## src/rtl/memory_stage.sv

```systemverilog
// memory_stage: data-memory access stage with a request/ack bus, load formatting and timeout
module memory_stage #(
  parameter int ACK_TIMEOUT = 16
) (
  input  logic        clk,
  input  logic        rst,
  input  logic [31:0] regM_i_valE,
  input  logic [31:0] regM_i_valB,
  input  logic [3:0]  regM_i_mem_rw,
  input  logic        regM_i_wb_reg_wen,
  input  logic [4:0]  regM_i_wb_rd,
  input  logic [1:0]  regM_i_wb_valD_sel,
  input  logic [31:0] regM_i_pc,
  input  logic [31:0] regM_i_instr,
  input  logic        regM_i_commit,
  output logic        dmem_o_req,
  output logic        dmem_o_we,
  output logic [31:0] dmem_o_addr,
  output logic [31:0] dmem_o_wdata,
  output logic [3:0]  dmem_o_wstrb,
  input  logic        dmem_i_ack,
  input  logic [31:0] dmem_i_rdata,
  output logic [31:0] memory_o_valM,
  output logic        memory_o_stall,
  output logic        memory_o_wb_reg_wen,
  output logic [4:0]  memory_o_wb_rd,
  output logic [1:0]  memory_o_wb_valD_sel,
  output logic [31:0] memory_o_valE,
  output logic [31:0] memory_o_pc,
  output logic [31:0] memory_o_instr,
  output logic        memory_o_commit,
  output logic        memory_o_misalign,
  output logic        memory_o_bus_err
);
  localparam int CW = $clog2(ACK_TIMEOUT + 1);
  typedef enum logic [1:0] {IDLE, BUSY, DONE} state_t;
  state_t        state;
  logic [3:0]    op;
  logic [CW-1:0] cnt;
  logic          mem, store, mis;
  logic [7:0]    rbyte;
  logic [15:0]   rhalf;
  logic [31:0]   fmt, st_data;
  logic [3:0]    st_strb;
  // decode the incoming access, build store lanes and format returned load data
  always_comb begin
    mem     = regM_i_mem_rw != 4'd0 && regM_i_mem_rw <= 4'd8;
    store   = regM_i_mem_rw >= 4'd6 && regM_i_mem_rw <= 4'd8;
    mis     = ((regM_i_mem_rw == 4'd2 || regM_i_mem_rw == 4'd5 || regM_i_mem_rw == 4'd7) && regM_i_valE[0]) ||
              ((regM_i_mem_rw == 4'd3 || regM_i_mem_rw == 4'd8) && regM_i_valE[1:0] != 2'd0);
    st_data = regM_i_mem_rw == 4'd6 ? {4{regM_i_valB[7:0]}} :
              regM_i_mem_rw == 4'd7 ? {2{regM_i_valB[15:0]}} : regM_i_valB;
    st_strb = regM_i_mem_rw == 4'd6 ? 4'b0001 << regM_i_valE[1:0] :
              regM_i_mem_rw == 4'd7 ? 4'b0011 << {regM_i_valE[1], 1'b0} :
              regM_i_mem_rw == 4'd8 ? 4'b1111 : 4'b0000;
    rbyte   = dmem_i_rdata[{dmem_o_addr[1:0], 3'b000} +: 8];
    rhalf   = dmem_o_addr[1] ? dmem_i_rdata[31:16] : dmem_i_rdata[15:0];
    fmt     = op == 4'd1 ? {{24{rbyte[7]}}, rbyte} :
              op == 4'd4 ? {24'd0, rbyte} :
              op == 4'd2 ? {{16{rhalf[15]}}, rhalf} :
              op == 4'd5 ? {16'd0, rhalf} : dmem_i_rdata;
  end
  // stall, writeback/commit gating and combinational pass-throughs
  always_comb begin
    memory_o_stall       = (state == IDLE && mem) || state == BUSY;
    memory_o_wb_reg_wen  = regM_i_wb_reg_wen && !memory_o_stall && !memory_o_misalign && !memory_o_bus_err;
    memory_o_commit      = regM_i_commit && !memory_o_stall;
    memory_o_wb_rd       = regM_i_wb_rd;
    memory_o_wb_valD_sel = regM_i_wb_valD_sel;
    memory_o_valE        = regM_i_valE;
    memory_o_pc          = regM_i_pc;
    memory_o_instr       = regM_i_instr;
  end
  // access FSM: bus request fields are only written in IDLE so they stay stable while req is high
  always_ff @(posedge clk or negedge rst) begin
    if (!rst) begin
      state             <= IDLE;
      op                <= 4'd0;
      cnt               <= '0;
      dmem_o_req        <= 1'b0;
      dmem_o_we         <= 1'b0;
      dmem_o_addr       <= 32'd0;
      dmem_o_wdata      <= 32'd0;
      dmem_o_wstrb      <= 4'd0;
      memory_o_valM     <= 32'd0;
      memory_o_misalign <= 1'b0;
      memory_o_bus_err  <= 1'b0;
    end else begin
      case (state)
        IDLE: if (mem) begin
          if (mis) begin
            state             <= DONE;
            memory_o_misalign <= 1'b1;
          end else begin
            state        <= BUSY;
            op           <= regM_i_mem_rw;
            cnt          <= '0;
            dmem_o_req   <= 1'b1;
            dmem_o_we    <= store;
            dmem_o_addr  <= regM_i_valE;
            dmem_o_wdata <= st_data;
            dmem_o_wstrb <= st_strb;
          end
        end
        BUSY: if (dmem_i_ack) begin
          state      <= DONE;
          dmem_o_req <= 1'b0;
          if (op <= 4'd5) memory_o_valM <= fmt;
        end else if (cnt == CW'(ACK_TIMEOUT - 1)) begin
          state            <= DONE;
          dmem_o_req       <= 1'b0;
          memory_o_valM    <= 32'd0;
          memory_o_bus_err <= 1'b1;
        end else begin
          cnt <= cnt + 1'b1;
        end
        DONE: begin
          state             <= IDLE;
          cnt               <= '0;
          memory_o_misalign <= 1'b0;
          memory_o_bus_err  <= 1'b0;
        end
        default: state <= IDLE;
      endcase
    end
  end
endmodule

```

## config.mk

```make
export PLATFORM = sky130hd
export DESIGN_NAME = memory_stage
export DESIGN_NICKNAME = d
export VERILOG_FILES = /design/src/rtl/memory_stage.sv
export SDC_FILE = /design/constraint.sdc
export NUM_CORES = 1
export LEC_CHECK = 0
export ABC_AREA = 1
export BUFFER_PORTS_ARGS = -buffer_cell sky130_fd_sc_hd__buf_2
export CAP_MARGIN = 5
export CORE_AREA = 2 2 149 151
export DETAILED_ROUTE_END_ITERATION = 8
export DIE_AREA = 0 0 151 153
export PLACE_DENSITY_LB_ADDON = 0.25
export SLEW_MARGIN = 5
export SYNTH_ARGS = -nofsm -noshare
export SYNTH_HDL_FRONTEND = slang
export SYNTH_SLANG_ARGS = --single-unit
export TNS_END_PERCENT = 50
```

## constraint.sdc

```tcl
create_clock -name clk -period 2.4 [get_ports clk]
set_input_delay 0.36 -clock clk [delete_from_list [all_inputs] [get_ports clk]]
set_output_delay 0.36 -clock clk [all_outputs]
set_load 0.03 [all_outputs]
```

==> out/metrics.yaml, run 1 <==
status:
  status: "finished, final reports clean"
logic_synthesis:
  netlist_area_sq_um: 6944
  synthTopCellsByArea: "dfrtp_1 41%, nand2_1 24%, buf_4 12%"
  ys_seq_elements: 115
  synth_top_area_share_pct: 41.44
  yosysUniqueCellTypes: 26
  syn_area_per_cell_sq_um: 7.007
  synth_top_area_cell: "dfrtp_1"
  synth_cells: 991
  synth-edff-count: 0
  synth_nets: 1169
  synth_seq_area_share_pct: 41.44
  synth_ff_type: "dfrtp_1"
  synth-async-reset-ratio_pct: 100.0
  synth-warning-count: 0
timing:
  period_share_pct: 80.34
  rsz0062_at_grt: "false"
  finClkSkew_ns: 0.01270
  tightestPinTransition_ns: 0.7397
  setup_viol: 0
  tns_ns: 0
  finalMaxSlewViolations: 0
  hold_viol_final: 0
  max_freq_mhz: 518.7
  relSlewSlack_pct: 50.42
  period_minus_slack_ns: 1.928
finish:
  antennaDiodeCount: 0
  area_growth_syn_to_layout_pct: 19.03
  finalNetCount: 1301
  mostFrequentLayoutCells: "449 x nand2_1, 242 x buf_2, 131 x nand3_1, 115 x dfrtp_1, 55 x inv_1"
  drive_above_1_share_pct: 27.67
  final_common_cell: "nand2_1"
floorplan:
  fp.dieArea_sq_um: 23100
  core_sq_um: 21490
  start_util_pct: 32.32
  design.portCount: 386
  rows: 54
  die_h_um: 153
  fp.dieW_um: 151
flow_run:
  cap_violations: 0
detailed_routing:
  wl_per_cell_um: 14.25
  vias: 6495
  ant_nets: 0
  drtPass1Iterations: 4
  viasPerCell: 4.590
  drt_iter0_drc: 326
  drc: 0
  drt_wl_total_mm: 20.17
setup_path:
  worstSetupPathType: "reg -> out"
  end_kind: "output port"
  critPathRequiredTime_ns: 2.04
  worstSetupStartpointType: "flop"
  crit_path_max_fanout: 7
  cp_data_arrival_time_ns: 1.57
global_route:
  grt.total_usage_pct: 17.67
  grt_pass1_vias: 6118
  grt_pass1_wl_mm: 32.05
  grt_max_degree: 50
  antenna_found_initial: 0
  overflow: 0
cts:
  cts_max_level: 4
  clockBufferDepth: 2
  cts_buffers: 17
  cts.sinks: 115
  cts_root_buffer: "clkbuf_16"
  path_clk_slew_ns: 0.06
  clk_latency_ns: 0.42
  cts_setup_buffers: 0
  cts_tree: "done"
placement:
  numPortBuffers: 243
  place_congestion: 0.8644
  hpwl_mm: 14.67
pwr:
  p_per_area_nw_per_um2: 1407
  leakage_nw: 4.965
  power.total_mw: 11.63
  ir_drop_mv: 0.5673
min_path:
  hold_path.class: "in -> reg"
[through the flow]
| step | setup WS [ns] | hold slack, ns | cell area [sq um] | cells | utilization (%) |
|---|---|---|---|---|---|
| finish | 0.4719 | 0.1837 | 8265 | 1415 | 38.47 |
| global route | 0.3296 | 0.1783 | 8265 | 1415 | 38.47 |
| CTS | 0.4293 | 0.1628 | 8265 | 1415 | 38.47 |
| detailed placement | 0.4641 | 0.4273 | 7657 | 1383 | 35.64 |
| global placement | 0.5268 | 0.4311 | 7657 | 1383 | 35.64 |
| floorplan | 0.5916 | 0.06441 | 6944 | 991 | - |
[synthesized netlist by cell type, types with 2 or more instances]
cell	count
nand3_1	131
nor2_1	25
nor2_2	3
ha_1	2
a21oi_2	2
o21ai_0	26
clkbuf_1	15
buf_2	21
buf_4	107
nand2_1	449
nand2_2	9
a21oi_1	9
o21ai_1	4
inv_2	3
dfrtp_1	115
buf_6	6
inv_1	55
[power breakdown]
group	switching [mW]	total, mW	internal (mW)
combinational	4.12	5.73	1.61
clock	0.976	2.57	1.60
sequential	0.518	3.32	2.81
[routing by layer]
layer  GRT usage (%)  wire [um]
met1           23.09       8958
met2           27.86       9242
met3           6.209       1773
met4           4.584        193
met5               0          0
[worst max-delay path, stage by stage (launching register included)]
cell and delay (ns):
dfrtp_1 0.38, inv_1 0.13, nand2_1 0.18, nand2_1 0.23
buf_2 0.24
[state kept, by name (all words and copies together) (netlist names)]
name / flops
dmem_o_addr: 32
dmem_o_wdata: 32
memory_o_valM: 32
cnt: 5
dmem_o_wstrb: 4
op: 4
state: 2
dmem_o_req: 1
dmem_o_we: 1
memory_o_bus_err: 1
memory_o_misalign: 1
[layout make-up]
type                    count  area [sq um]
fillers                  2361         13220
flip-flops and latches    115          2878
multi-input cells         668          2816
repair buffers            262          1401
clock buffers              19         452.9
well taps                 280         350.3
inverters                  59         221.5
clock inverters            12         145.1
[timing repair]
item,CTS,global route
hold buffers,1,0
hold endpoints to repair,41,0
resized for setup,0,0
[path summary, 6_finish.rpt]
| check | startpoint | endpoint | slack [ns] | depth (start not counted) |
|---|---|---|---|---|
| worst max-delay path | state[1] | memory_o_stall | 0.47 | 4 |
| worst min-delay path | regM_i_valE[27] | dmem_o_addr[27] | 0.18 | 3 |
| worst max register to register | op[0] | memory_o_valM[5] | 0.54 | 9 |
| worst min register to register | dmem_o_wdata[30] | dmem_o_wdata[30] | 0.46 | 2 |
| max in group asynchronous | rst | dmem_o_we | 1.16 | 3 |
| min in group asynchronous | rst | memory_o_valM[5] | 0.51 | 2 |
[cells by family after synthesis]
group	Yosys count	synth area share (%)
buffers and inverters	208	18.05
adder cells (fa/ha/maj)	2	0.3603
XOR/XNOR	1	0.1261
AO/OA/AOI/OAI	42	3.153
flip-flops	115	41.44
AND/OR/NAND/NOR	623	36.86
Note: power is estimated with default switching activity, not from simulation.
==> inputs of run 2 (changes only) <==
ABC_AREA = 0   (was 1)
clock period = 1.7 ns   (was 2.4 ns; I/O delays follow)
==> out/metrics.yaml, run 2 <==
finish:
  finalNetCount: 1051  # was 1301
  fin_area_sq_um: 9320  # was 8265 sq um
  antennaDiodeCount: 0  # unchanged
  fin_util_pct: 43.38  # was 38.47%
  mostFrequentLayoutCells: "237 x buf_2, 114 x dfrtp_1, 61 x buf_4, 48 x nor2_1, 42 x o21ai_1"  # was 449 x nand2_1, 242 x buf_2, 131 x nand3_1, 115 x dfrtp_1, 55 x inv_1
  drive_above_1_share_pct: 55.19  # was 27.67%
  fill_cells: 2108  # was 2361
  area_growth_syn_to_layout_pct: 41.40  # was 19.03%
  regArea_sq_um: 2879  # was 2878 sq um
  multiInputGateArea_sq_um: 2947  # was 2816 sq um
  final_common_cell: "buf_2"  # was nand2_1
  largestRegisters: "dmem_o_addr: 32 flops, dmem_o_wdata: 32 flops, memory_o_valM: 32 flops"  # unchanged
logic_synthesis:
  synthXorXnorAreaFrac_pct: 0.1329  # was 0.1261%
  synthTopCellsByArea: "dfrtp_1 44%, buf_4 12%, mux2_2 6.3%"  # was dfrtp_1 41%, nand2_1 24%, buf_4 12%
  yosysUniqueCellTypes: 60  # was 26
  yosys.area_share.simple_pct: 9.947  # was 36.86%
  synth_top_area_share_pct: 43.66  # was 41.44%
  synth_top_family_by_area: "buffers and inverters"  # was simple AND/OR/NAND/NOR gates
  yosys.area_share.adder_pct: 0.3797  # was 0.3604%
  synth.most_common_cell: "dfrtp_1"  # was nand2_1
  synth-warning-count: 0  # unchanged
  synth-edff-count: 0  # unchanged
  synth-async-reset-ratio_pct: 100.0  # unchanged
  synth_seq_area_share_pct: 43.66  # was 41.44%
  netlist_area_sq_um: 6591  # was 6944 sq um
  ys_seq_elements: 115  # unchanged
  synth_ff_type: "dfrtp_1"  # unchanged
  synth_top_area_cell: "dfrtp_1"  # unchanged
  synth_cells: 648  # was 991
  syn_area_per_cell_sq_um: 10.17  # was 7.007 sq um
  synth-compound-area-share_pct: 13.80  # was 3.153%
  synth_mux_area_share_pct: 16.02  # was 0%
  synth_nets: 826  # was 1169
  synth_common_cells: "115 x dfrtp_1, 105 x buf_4, 57 x nand2_1, 54 x o21ai_0, 50 x nor2_1"  # was 449 x nand2_1, 131 x nand3_1, 115 x dfrtp_1, 107 x buf_4, 55 x inv_1
setup_path:
  worstSetupStartpointType: "primary input"  # was flop
  r2r_setup_slack_ns: -0.12  # was 0.54 ns
  crit_path_max_fanout: 2  # was 7
  worstSetupPathType: "in -> out"  # was reg -> out
  critPathRequiredTime_ns: 1.44  # was 2.04 ns
  end_kind: "output port"  # unchanged
  cp_data_arrival_time_ns: 1.58  # was 1.57 ns
detailed_routing:
  drtPass1Iterations: 4  # unchanged
  vias: 5564  # was 6495
  drt_wl_total_mm: 19.70  # was 20.17 mm
  drc: 0  # unchanged
  ant_nets: 0  # unchanged
  viasPerCell: 4.772  # was 4.590
  drt_iter0_drc: 227  # was 326
  wl_per_cell_um: 16.89  # was 14.25 um
timing:
  finClkSkew_ns: 0.006218  # was 0.01270 ns
  setup_viol: 36  # was 0
  period_share_pct: 108.0
  relSlewSlack_pct: 68.41  # was 50.42%
  setup_ws_ns: -0.1364  # was 0.4719 ns
  max_freq_mhz: 544.6
  finalMaxSlewViolations: 0  # unchanged
  rsz0062_at_grt: "true"  # was false
  period_minus_slack_ns: 1.836
  tightestPinTransition_ns: 0.4738  # was 0.7397 ns
  hold_viol_final: 0  # unchanged
  tns_ns: -2.705  # was 0 ns
  whs_ns: 0.07917  # was 0.1837 ns
global_route:
  grt_max_degree: 47  # was 50
  grt_pass1_vias: 5395  # was 6118
  grt.total_usage_pct: 16.46  # was 17.67%
  grt_pass1_wl_mm: 29.48  # was 32.05 mm
  overflow: 0  # unchanged
  antenna_found_initial: 2  # was 0
floorplan:
  design.portCount: 386  # unchanged
  core_sq_um: 21490  # unchanged
  rows: 54  # unchanged
  die_h_um: 153  # unchanged
  fp.dieArea_sq_um: 23100  # unchanged
  fp.dieW_um: 151  # unchanged
  start_util_pct: 30.68  # was 32.32%
placement:
  numPortBuffers: 243  # unchanged
  place_congestion: 0.8128  # was 0.8644
  place_area_sq_um: 7824  # was 7657 sq um
  hpwl_mm: 13.80  # was 14.67 mm
pwr:
  p_per_area_nw_per_um2: 2070  # was 1407 nW/um^2
  leakage_nw: 4.604  # was 4.965 nW
  ir_drop_mv: 0.9815  # was 0.5673 mV
cts:
  cts_root_buffer: "clkbuf_16"  # unchanged
  path_clk_slew_ns: 0.06  # about the same
  clk_latency_ns: 0.41  # was 0.42 ns
  cts_max_level: 4  # unchanged
  clockBufferDepth: 2  # unchanged
  cts_buffers: 17  # unchanged
  cts_tree: "done"  # unchanged
  cts.sinks: 115  # unchanged
status:
  status: "complete, but fails checks"  # was finished, final reports clean
  violations: "setup timing"
min_path:
  hold_path.class: "in -> reg"  # unchanged
flow_run:
  cap_violations: 0  # unchanged
## run 2: cell types whose count changed after synthesis, moves of 10 or more
cell,change
o21ai_1,+11
buf_2,-10
nand3_1,-128
inv_1,-47
a21oi_1,+20
o22ai_1,+16
mux2i_1,+40
mux2_2,+37
nor2_1,+25
nand2_1,-392
o21ai_0,+28
a22o_1,+12
## run 2: worst max-delay path, cell delays in order
cell	delay (ns)
buf_6	0.09
or4_1	0.51
nand4_1	0.13
buf_4	0.14
o21ai_4	0.06
nor4b_4	0.20
buf_4	0.19
## run 2: layout make-up
class                           count  share of cell area (%)
Multi-Input combinational cell    385                   31.62
Sequential cell                   115                   30.89
Timing Repair Buffer              346                   26.77
Clock buffer                       19                   4.752
Tap cell                          280                   3.759
Clock inverter                     13                   1.893
Inverter                            8                  0.3222
## run 2: per-stage QoR
stage,power (mW),std cells,setup WS (ns)
finish,19.29,1166,-0.1364
global route,20.45,1166,-0.1870
CTS,18.89,1158,-0.1242
detailed placement,13.87,1100,-0.2396
global placement,13.77,1100,-0.2563
floorplan,11.37,648,-0.1794
## run 2: logic make-up after synthesis
family | count (synthesis)
AO/OA/AOI/OAI | 150
buffers and inverters | 148
AND/OR/NAND/NOR | 141
flip-flops | 115
multiplexers | 91
adder cells (fa/ha/maj) | 2
XOR/XNOR | 1
## run 2: path summary, 6_finish.rpt
check | from | end | cells past startpoint
worst max-delay path | regM_i_mem_rw[0] | memory_o_wb_reg_wen | 7
worst min-delay path | regM_i_valE[26] | dmem_o_addr[26] | 2
worst max register to register | op[2] | memory_o_valM[0] | 7
worst min register to register | memory_o_valM[4] | memory_o_valM[4] | 1
max in group asynchronous | rst | dmem_o_wdata[21] | 3
min in group asynchronous | rst | memory_o_valM[22] | 2
## run 2: power by group
group / internal [mW] / switching (mW) / total (mW)
Sequential: 4.03 / 0.817 / 4.85
Combinational: 4.67 / 6.00 / 10.7
Clock: 2.37 / 1.40 / 3.77
## run 2: what timing repair did
action	in CTS	in global routing
buffers inserted	22	5
pin swaps	23	41
resized for setup	67	55
hold buffers	1	0
gates cloned	6	6
setup endpoints to repair	37	113
endpoints found under the hold margin	28	0
## run 2: metal layers
layer / track usage [%] / wire length, um / part of all wire (%)
met5: 0 / 13 / 0.066
met4: 5.385 / 299 / 1.5
met3: 6.776 / 1968 / 10
met2: 25.82 / 9286 / 47
met1: 20.54 / 8128 / 41
==> inputs of run 3 (changes only) <==
ABC_AREA = 1   (was 0)
CAP_MARGIN = 20   (was 5)
clock period = 2 ns   (was 1.7 ns; I/O delays follow)
==> out/metrics.yaml, run 3 (synthesis results as in run 1) <==
status:
  status: "finished, final reports clean"  # was complete, but fails checks
cts:
  path_clk_slew_ns: 0.06  # about the same
  cts_buffers: 17  # unchanged
  cts_max_level: 4  # unchanged
  cts_tree: "done"  # unchanged
  clockBufferDepth: 2  # unchanged
  clk_latency_ns: 0.41  # about the same
  cts_setup_buffers: 0  # was 22
  cts_root_buffer: "clkbuf_16"  # unchanged
  cts.sinks: 115  # unchanged
min_path:
  hold_path_end: "dmem_o_addr[13]"  # was dmem_o_addr[26]
  hold_path.class: "in -> reg"  # unchanged
  hold_start: "regM_i_valE[13]"  # was regM_i_valE[26]
  hold_depth: 3  # was 2
setup_path:
  r2r_start: "cnt[0]"  # was op[2]
  cp_data_arrival_time_ns: 1.51  # was 1.58 ns
  r2r-end: "cnt[0]"  # was memory_o_valM[0]
  crit_path_max_fanout: 6  # was 2
  critPathSlowestCell: "dfrtp_1"  # was or4_1
  worstSetupStartpointType: "flop"  # was primary input
  worst_r2r_path_depth: 10  # was 7
  worstSetupPathType: "reg -> out"  # was in -> out
  critPathRequiredTime_ns: 1.70  # was 1.44 ns
  crit_chain: "inv_1 > nand2_1 > buf_4 > nand2_2 > nor2_1 > buf_2"  # was buf_6 > or4_1 > nand4_1 > buf_4 > o21ai_4 > nor4b_4 > buf_4
  max_stage_delay_ns: 0.37  # was 0.51 ns
  r2r_setup_slack_ns: 0.23  # was -0.12 ns
  end_kind: "output port"  # unchanged
timing:
  tightestPinTransition_ns: 0.5955  # was 0.4738 ns
  hold_viol_final: 0  # unchanged
  finalMaxSlewViolations: 0  # unchanged
  period_share_pct: 90.40
  whs_ns: 0.1209  # was 0.07917 ns
  setup_viol: 0  # was 36
  period_minus_slack_ns: 1.808
  rsz0062_at_grt: "false"  # was true
  tns_ns: 0  # was -2.705 ns
  finClkSkew_ns: 0.009939  # was 0.006218 ns
  relSlewSlack_pct: 60.26  # was 68.41%
  max_freq_mhz: 553.1
floorplan:
  design.portCount: 386  # unchanged
  start_util_pct: 32.32  # was 30.68%
  die_h_um: 153  # unchanged
  rows: 54  # unchanged
  core_sq_um: 21490  # unchanged
  fp.dieW_um: 151  # unchanged
  fp.dieArea_sq_um: 23100  # unchanged
global_route:
  grt.total_usage_pct: 17.91  # was 16.46%
  overflow: 0  # unchanged
  antenna_found_initial: 0  # was 2
  grt_pass1_vias: 6159  # was 5395
  grt_max_degree: 49  # was 47
  grt_pass1_wl_mm: 32.51  # was 29.48 mm
pwr:
  leakage_nw: 5.029  # was 4.604 nW
  ir_drop_mv: 0.7008  # was 0.9815 mV
  power.total_mw: 14.26  # was 19.29 mW
  p_per_area_nw_per_um2: 1698  # was 2070 nW/um^2
detailed_routing:
  vias: 6560  # was 5564
  viasPerCell: 4.613  # was 4.772
  drt_iter0_drc: 376  # was 227
  drtPass1Iterations: 5  # was 4
  drt_wl_total_mm: 20.27  # was 19.70 mm
  drc: 0  # unchanged
  ant_nets: 0  # unchanged
  wl_per_cell_um: 14.25  # was 16.89 um
finish:
  final_common_cell: "nand2_1"  # was buf_2
  regArea_sq_um: 2878  # was 2879 sq um
  mostFrequentLayoutCells: "448 x nand2_1, 242 x buf_2, 131 x nand3_1, 115 x dfrtp_1, 55 x inv_1"  # was 237 x buf_2, 114 x dfrtp_1, 61 x buf_4, 48 x nor2_1, 42 x o21ai_1
  largestRegisters: "dmem_o_addr: 32 flops, dmem_o_wdata: 32 flops, memory_o_valM: 32 flops"  # unchanged
  multiInputGateArea_sq_um: 2819  # was 2947 sq um
  fin_util_pct: 39.08  # was 43.38%
  area_growth_syn_to_layout_pct: 20.90  # was 41.40%
  drive_above_1_share_pct: 28.11  # was 55.19%
  antennaDiodeCount: 0  # unchanged
  finalNetCount: 1307  # was 1051
  fill_cells: 2361  # was 2108
placement:
  numPortBuffers: 243  # unchanged
  hpwl_mm: 14.84  # was 13.80 mm
  place_congestion: 0.8635  # was 0.8128
flow_run:
  cap_violations: 0  # unchanged
==> run 3: cell count changes in the layout (fill, tap and decap cells not counted), moves of 12 or more <==
cell	delta
nand2_1	+415
nand3_1	+128
inv_1	+49
buf_4	-43
o21ai_1	-39
mux2i_1	-37
mux2_2	-31
nor2_1	-23
a21oi_1	-19
buf_6	-18
o22ai_1	-16
a22o_1	-12
mux2_4	-12
==> run 3: routing by layer <==
layer / vias up / part of all wire, % / track usage (%) / routed length, um
li1: 3249 / - / - / -
met1: 3013 / 44 / 23.57 / 8931
met2: 277 / 45 / 27.73 / 9030
met3: 21 / 9.9 / 6.060 / 2016
met4: 0 / 1.4 / 5.696 / 290
met5: - / 0 / 0 / 0
==> run 3: worst max-delay path by stage <==
| stage | from | to | slack, ns | cells past startpoint |
|---|---|---|---|---|
| final | state[1] | memory_o_wb_reg_wen | 0.19 | 6 |
| after global routing | cnt[0] | cnt[1] | 0.05 | 10 |
| after CTS | state[1] | memory_o_stall | 0.07 | 5 |
| after detailed placement | regM_i_mem_rw[0] | dmem_o_addr[31] | 0.13 | 9 |
| after global placement | regM_i_mem_rw[0] | dmem_o_wdata[11] | 0.18 | 9 |
| after floorplan | cnt[0] | memory_o_valM[10] | 0.30 | 10 |
==> run 3: repair_timing <==
| item | 4_1_cts | 5_1_grt |
|---|---|---|
| hold buffers | 1 | 0 |
| endpoints found under the hold margin | 24 | 0 |
| endpoints found under the setup margin | 0 | 2 |
| gates resized for setup | 0 | 1 |
==> run 3: power breakdown <==
group          switching (mW)  total (mW)  leakage (nW)  internal [mW]
combinational            5.00        7.02          3.28           2.02
clock                    1.19        3.29         0.301           2.10
sequential              0.582        3.95          1.44           3.37
total                    6.77        14.3          5.03           7.48
==> run 3: cell type report <==
| type | instances | area share (%) |
|---|---|---|
| Multi-Input combinational cell | 668 | 33.58 |
| Sequential cell | 115 | 34.28 |
| Timing Repair Buffer | 268 | 17.82 |
| Clock buffer | 18 | 5.112 |
| Inverter | 59 | 2.638 |
| Tap cell | 280 | 4.173 |
| Clock inverter | 14 | 2.399 |
==> run 3: critical path, delay by kind of cell, from the launching register on <==
kind / cells / cell delay [ns]
buf+inv: 3 / 0.45
flops: 1 / 0.37
simple gates: 3 / 0.27
==> run 3: metrics by stage <==
step | instances | instance area (sq um) | setup WS, ns
final | 1422 | 8396 | 0.1921
after floorplan | 991 | 6944 | 0.2981
after CTS | 1422 | 8393 | 0.07172
after global routing | 1422 | 8396 | 0.05183
after global placement | 1389 | 7752 | 0.1750
after detailed placement | 1389 | 7752 | 0.1265
